<file path="config.mk">
export PLATFORM = sky130hd
export DESIGN_NAME = paddle_ctrl_flat
export DESIGN_NICKNAME = d
export VERILOG_FILES = /design/src/rtl/pong_pkg.sv /design/src/rtl/paddle_ctrl_if.sv /design/src/rtl/paddle_ctrl_quad_decoder.sv /design/src/rtl/paddle_ctrl.sv /design/src/flat_wrapper.sv
export SDC_FILE = /design/constraint.sdc
export NUM_CORES = 1
export LEC_CHECK = 0
export ABC_AREA = 1
export BUFFER_PORTS_ARGS = -buffer_cell sky130_fd_sc_hd__buf_2
export CAP_MARGIN = 5
export CORE_UTILIZATION = 45
export CTS_BUF_LIST = sky130_fd_sc_hd__clkbuf_8
export CTS_CLUSTER_DIAMETER = 150
export DETAILED_ROUTE_END_ITERATION = 8
export PLACE_DENSITY_LB_ADDON = 0.05
export SLEW_MARGIN = 20
export SYNTH_ARGS = -nofsm -noshare
export SYNTH_HDL_FRONTEND = slang
export SYNTH_HIERARCHICAL = 1
export SYNTH_SLANG_ARGS = --single-unit
</file>
<file path="constraint.sdc">
create_clock -name game_clk -period 4.6 [get_ports game_clk]
set_clock_uncertainty 0.2 [all_clocks]
set_input_delay 0.23 -clock game_clk [delete_from_list [all_inputs] [get_ports game_clk]]
set_output_delay 0.23 -clock game_clk [all_outputs]
set_load 0.02 [all_outputs]
</file>
<file path="src/rtl/pong_pkg.sv">
// Shared constants, encoder types and helpers for the pong game core.
// Latency: none (declarations only). Backpressure: none.
// Encoder bits idle high; detent is the 11 state.
package pong_pkg;
    localparam int SCREEN_H = 16;
    localparam int POS_W    = 4;

    localparam logic [1:0] DETENT   = 2'b11;
    localparam logic       ENC_IDLE = 1'b1;

    typedef struct packed {
        logic a;
        logic b;
    } enc_t;

    // Position of a quadrature state along the CW cycle 11 -> 10 -> 00 -> 01.
    function automatic logic [1:0] quad_idx(input enc_t e);
        return {~e.a, e.a ^ e.b};
    endfunction

    function automatic logic [SCREEN_H-1:0] paddle_mask(input logic [POS_W-1:0] pos,
                                                         input int len);
        logic [SCREEN_H-1:0] run;
        run = '0;
        for (int i = 0; i < SCREEN_H; i++) run[i] = (i < len);
        return run << pos;
    endfunction
endpackage

</file>
<file path="src/rtl/paddle_ctrl_if.sv">
// Encoder inputs and paddle/entropy outputs of the paddle controller.
// Latency: none (wiring). Backpressure: none.
// master drives the encoders, slave is the controller.
interface paddle_ctrl_if;
    logic                           l_a;
    logic                           l_b;
    logic                           r_a;
    logic                           r_b;
    logic [pong_pkg::SCREEN_H-1:0]  lpaddle;
    logic [pong_pkg::SCREEN_H-1:0]  rpaddle;
    logic [4:0]                     entropy;

    modport master (output l_a, l_b, r_a, r_b, input lpaddle, rpaddle, entropy);
    modport slave  (input l_a, l_b, r_a, r_b, output lpaddle, rpaddle, entropy);
endinterface

</file>
<file path="src/rtl/paddle_ctrl_quad_decoder.sv">
// One player's encoder: sync, debounce, quadrature decode, saturating position.
// Latency: raw edge to pos change is DEBOUNCE+3 clocks. Backpressure: none.
// Glitches shorter than DEBOUNCE samples are dropped.
module quad_decoder
    import pong_pkg::*;
#(
    parameter int PADDLE_LEN = 3,
    parameter int DEBOUNCE   = 3
) (
    input  logic             game_clk,
    input  logic             reset,
    input  logic             enc_a,
    input  logic             enc_b,
    output logic             a_sync,
    output logic [POS_W-1:0] pos
);
    localparam logic [POS_W-1:0] POS_MAX = POS_W'(SCREEN_H - PADDLE_LEN);
    localparam logic [POS_W-1:0] CENTRE  = POS_W'((SCREEN_H - PADDLE_LEN) / 2);
    localparam logic [3:0]       DB_LAST = 4'(DEBOUNCE - 1);

    // Bit 1 is phase A, bit 0 is phase B throughout.
    logic [1:0]        s1, s2, filt, prev;
    logic [3:0]        cnt [2];
    logic signed [2:0] acc;
    logic signed [3:0] acc_nxt;
    logic [1:0]        step;

    assign a_sync = s2[1];

    always_ff @(posedge game_clk or negedge reset) begin
        if (!reset) begin
            s1   <= {2{ENC_IDLE}};
            s2   <= {2{ENC_IDLE}};
            filt <= {2{ENC_IDLE}};
            cnt  <= '{default: '0};
        end else begin
            s1 <= {enc_a, enc_b};
            s2 <= s1;
            for (int i = 0; i < 2; i++) begin
                if (s2[i] != filt[i]) begin
                    if (cnt[i] == DB_LAST) begin
                        filt[i] <= s2[i];
                        cnt[i]  <= '0;
                    end else begin
                        cnt[i] <= cnt[i] + 4'd1;
                    end
                end else begin
                    cnt[i] <= '0;
                end
            end
        end
    end

    // step: 1 = CW quarter, 3 = CCW quarter, 2 = both bits flipped (invalid).
    always_comb begin
        step    = quad_idx(enc_t'(filt)) - quad_idx(enc_t'(prev));
        acc_nxt = {acc[2], acc};
        if (step == 2'd1)      acc_nxt = acc_nxt + 4'sd1;
        else if (step == 2'd3) acc_nxt = acc_nxt - 4'sd1;
    end

    always_ff @(posedge game_clk or negedge reset) begin
        if (!reset) begin
            prev <= DETENT;
            acc  <= '0;
            pos  <= CENTRE;
        end else begin
            prev <= filt;
            if (filt != prev) begin
                if (step == 2'd2 || filt == DETENT) begin
                    acc <= '0;
                    if (step != 2'd2) begin
                        if (acc_nxt == 4'sd4 && pos != POS_MAX)
                            pos <= pos + POS_W'(1);
                        else if (acc_nxt == -4'sd4 && pos != '0)
                            pos <= pos - POS_W'(1);
                    end
                end else begin
                    acc <= acc_nxt[2:0];
                end
            end
        end
    end
endmodule

</file>
<file path="src/rtl/paddle_ctrl.sv">
// Two-player encoder front end: paddle row masks plus a serve entropy word.
// Latency: masks follow position combinationally; entropy steps every clock. Backpressure: none.
// Players are independent; simultaneous moves apply in the same cycle.
module paddle_ctrl
    import pong_pkg::*;
#(
    parameter int PADDLE_LEN = 3,
    parameter int DEBOUNCE   = 3
) (
    input  logic          game_clk,
    input  logic          reset,
    paddle_ctrl_if.slave  bus
);
    logic [POS_W-1:0] lpos, rpos;
    logic             l_sync, r_sync;
    logic [4:0]       lfsr, lfsr_nxt;

    quad_decoder #(.PADDLE_LEN(PADDLE_LEN), .DEBOUNCE(DEBOUNCE)) u_left (
        .game_clk (game_clk),
        .reset    (reset),
        .enc_a    (bus.l_a),
        .enc_b    (bus.l_b),
        .a_sync   (l_sync),
        .pos      (lpos)
    );

    quad_decoder #(.PADDLE_LEN(PADDLE_LEN), .DEBOUNCE(DEBOUNCE)) u_right (
        .game_clk (game_clk),
        .reset    (reset),
        .enc_a    (bus.r_a),
        .enc_b    (bus.r_b),
        .a_sync   (r_sync),
        .pos      (rpos)
    );

    assign bus.lpaddle = paddle_mask(lpos, PADDLE_LEN);
    assign bus.rpaddle = paddle_mask(rpos, PADDLE_LEN);
    assign bus.entropy = lfsr;

    // x^5+x^3+1 feedback, stirred by player phase A; all-zero lock-up is escaped.
    always_comb begin
        lfsr_nxt = {lfsr[3:0], lfsr[4] ^ lfsr[2] ^ l_sync ^ r_sync};
        if (lfsr_nxt == 5'd0) lfsr_nxt = 5'd1;
    end

    always_ff @(posedge game_clk or negedge reset) begin
        if (!reset) lfsr <= 5'd1;
        else        lfsr <= lfsr_nxt;
    end
endmodule

</file>
<file path="src/flat_wrapper.sv">
// flat-port wrapper written by rule: the top's interface ports become plain ports
module paddle_ctrl_flat import pong_pkg::*;
#(
    parameter int PADDLE_LEN = 3,
    parameter int DEBOUNCE   = 3
)
  (game_clk, reset, bus_l_a, bus_l_b, bus_r_a, bus_r_b, bus_lpaddle, bus_rpaddle, bus_entropy);
  paddle_ctrl_if bus_i ();
  input  logic game_clk;
  input  logic reset;
  input wire logic [$bits(bus_i.l_a)-1:0] bus_l_a;
  input wire logic [$bits(bus_i.l_b)-1:0] bus_l_b;
  input wire logic [$bits(bus_i.r_a)-1:0] bus_r_a;
  input wire logic [$bits(bus_i.r_b)-1:0] bus_r_b;
  output wire logic [$bits(bus_i.lpaddle)-1:0] bus_lpaddle;
  output wire logic [$bits(bus_i.rpaddle)-1:0] bus_rpaddle;
  output wire logic [$bits(bus_i.entropy)-1:0] bus_entropy;
  assign bus_i.l_a = bus_l_a;
  assign bus_i.l_b = bus_l_b;
  assign bus_i.r_a = bus_r_a;
  assign bus_i.r_b = bus_r_b;
  assign bus_lpaddle = bus_i.lpaddle;
  assign bus_rpaddle = bus_i.rpaddle;
  assign bus_entropy = bus_i.entropy;
  paddle_ctrl #(.PADDLE_LEN(PADDLE_LEN), .DEBOUNCE(DEBOUNCE)) u_core (.game_clk(game_clk), .reset(reset), .bus(bus_i));
endmodule
</file>
==> summary.md <==
| Metric | Value |
|---|---|
| Largest net degree at the start of global routing | between 50 and 60 |
| Clock-pin slew on the worst setup and hold paths | 0.10 ns |
| Fillcell total | 664 |
| Setup Viol. Count Final | 0 |
| Vias per cell | a little under 5 |
| Tcrit/Tclk final | 0.708 |
| Vias in the first global route | 2,264 |
| CTS tree | done |
| Synth unique cells | 33 |
| Initial Util | 0.463 |
| Required time of the critical path | ~4.7 ns |
| Area of the multi-input gates | approximately 0.0016 mm2 |
| Relative slew slack | 0.585 |
| Initial antenna violation count | 0 |
| Std-Cell Rows | 30 |
| Startpoint types | register |
| HPWL after DPL | approximately 3900 um |
| Syn. warnings | 6 |
| Setup crit end kind | register |
| Tmin final | approximately 3.3 ns |
| Post-synth EDFFs | 0 |
| Setup bufs post-CTS | 0 |
| # diodes | 0 |
| CTS Sinks | 51 |
| DR iter-0 viols | between 60 and 70 |
| Global route overflow | 0 |
| CORE AREA | between 0.006 and 0.007 mm2 |
| Die H | 85.4 um |
| Synthesized area | about 0.0031 mm2 |
| Total number of vias | 2,496 |
| WS Path Type | register to register |
| Die Footprint | 0.00729 mm2 |
| H-tree levels | 2 |
| R2R cell count | 18 |
| CTS resizes | 0 |
| Total CTS buffers | 5 |
| DR pass1 iterations | 5 |
| Gr usage total | 0.154 |
| Hold depth | 0 |
| Final Hold Vio Count | 0 |
| Drt wl/cell | approximately 10 um |
| Slew Limit Fails | 0 |
| Clock root buffer | clkbuf_8 |
| Main synth FF type | dfrtp_1 |
| Fmax | between 0.3 and 0.4 GHz |
| Syn Nets | a little over 400 |
| Port-buffer cells | 42 |
| Antenna-violating nets left | 0 |
| Hold buffers post-CTS | 5 |
| Area growth syn-to-layout | 13.7% |
| Post-Syn Area per Cell | slightly above 8 um2 |
| Share of cells above drive strength 1 | 0.249 |
| RePlAce Congestion | ~0.86 |
| Most frequent cells in the layout | nand2_1 (83), nor2_1 (54), inv_1 (43) |
| RSZ-0062 raised after global routing | no |
| Outcome | finished clean |
| Register area share after synthesis | 0.416 |
| Final WL | 5220 um |
| WP data arrival | between 3 and 4 ns |
| Drc violations | 0 |
| First-pass GRT wire length | 9260 um |
| Boundary pin count | 43 |
| Final #Nets | 461 |
| Max-Cap Viols | 0 |
| FF+latch area | approximately 0.0013 mm2 |
| Min-delay worst type | register to register |
| Mapped Cells | around 380 |
| CTS max path bufs | 2 |
| Slew at the pin with the worst max-slew slack | 0.622 ns |
| Chip width | between 80 and 90 um |
| Ys async rst share | 1.00 |
| Clock Latency Late Sink | roughly 0.30 ns |
| Synthesized flop and latch total | 51 |
| Setup TNS Final | 0 ns |
| Commonest non-fill, non-tap cell in the layout | nand2_1 |
| CP Max Fanout | 7 |
-- per-layer routing --
metal / global-route usage / vias up / share of wire
li1: - / 1323 / -
met1: 0.193 / 1104 / 0.48
met2: 0.270 / 64 / 0.46
met3: 0.0340 / 5 / 0.050
met4: 0.0409 / 0 / 0.0088
met5: 0 / - / 0
-- cell families after synthesis --
family / count (synthesis) / share of synthesized area
and+or+nand+nor: 211 / 0.313
AOI/OAI and AO/OA: 24 / 0.0492
muxes: 2 / 0.00720
DFF: 51 / 0.416
xor gates and xnor gates: 18 / 0.0504
adders and majority gates: 22 / 0.0928
buffers and inverters: 56 / 0.0708
-- layout make-up --
class                   count  area share
multi-input cells         277       0.451
flip-flops and latches     51       0.366
repair buffers             48      0.0753
inverters                  50      0.0538
well taps                  80      0.0281
clock buffers               5      0.0193
clock inverters             3     0.00633
-- metrics by stage --
step / hold WS, ns / util / cells / cell area (um2) / setup WS [ns]
after global placement: 0.134 / 0.506 / 501 / 3420 / 1.42
final: 0.154 / 0.526 / 514 / 3560 / 1.34
after floorplan: -0.266 / - / 384 / 3130 / 1.69
after detailed placement: 0.136 / 0.506 / 501 / 3420 / 1.36
after global routing: 0.164 / 0.526 / 514 / 3560 / 1.04
after CTS: 0.158 / 0.526 / 514 / 3560 / 1.34
-- Yosys cell counts (all sizes together), types with 4 or more instances --
master | instances | area [um2]
nand4 | 8 | 50.1
nand3b | 4 | 30.0
ha | 20 | 250
nor3 | 4 | 20.0
nand2 | 98 | 410
o22ai | 6 | 37.5
nand3 | 37 | 200
inv | 49 | 186
clkbuf | 4 | 15.0
xnor2 | 8 | 70.1
dfstp | 21 | 552
nor2 | 58 | 256
xor2 | 10 | 87.6
dfrtp | 30 | 751
o21ai | 12 | 75.1
-- sequential cells by signal, indices dropped and copies added, names as in the netlist, 3 cells and up --
name and flops:
u_core/u_left/acc 3, u_core/u_right/acc 3, u_core/u_left/cnt 8, u_core/bus.entropy 5
u_core/u_left/pos 4, u_core/u_right/pos 4, u_core/u_right/cnt 8
-- path summary, 6_finish.rpt --
| path | endpoint | slack [ns] | from |
|---|---|---|---|
| worst min-delay path | u_core/u_left/s2[0]$_DFF_PN1_ | 0.15 | u_core/u_left/s1[0]$_DFF_PN1_ |
| worst min register to register | u_core/u_left/s2[0]$_DFF_PN1_ | 0.15 | u_core/u_left/s1[0]$_DFF_PN1_ |
| max in group asynchronous | u_core/bus.entropy[2]$_DFF_PN0_ | 3.41 | reset |
| min in group asynchronous | u_core/u_right/pos[3]$_DFFE_PN0P_ | 0.36 | reset |
| worst max-delay path | u_core/u_right/pos[3]$_DFFE_PN0P_ | 1.34 | u_core/u_right/filt[1]$_DFFE_PN1P_ |
| worst max register to register | u_core/u_right/pos[3]$_DFFE_PN0P_ | 1.34 | u_core/u_right/filt[1]$_DFFE_PN1P_ |
-- critical path: stages (launching register included) --
cell and delay [ns]:
dfstp_2 0.61, ha_1 0.14, inv_1 0.04, ha_1 0.34, inv_1 0.13, nand2_1 0.11
nor2_1 0.05, nand2_1 0.06, nand2_1 0.08, a21boi_1 0.18, nand3_1 0.20, ha_1 0.37
nand2_1 0.08, nand2_1 0.04, a31oi_1 0.19, nand4_1 0.16, nand3_1 0.11, nand2_1 0.05
nand2_1 0.06
Power is left out: the tool's default activity adds up to more than one toggle a clock period on the data nets, which glitch-free logic cannot reach.
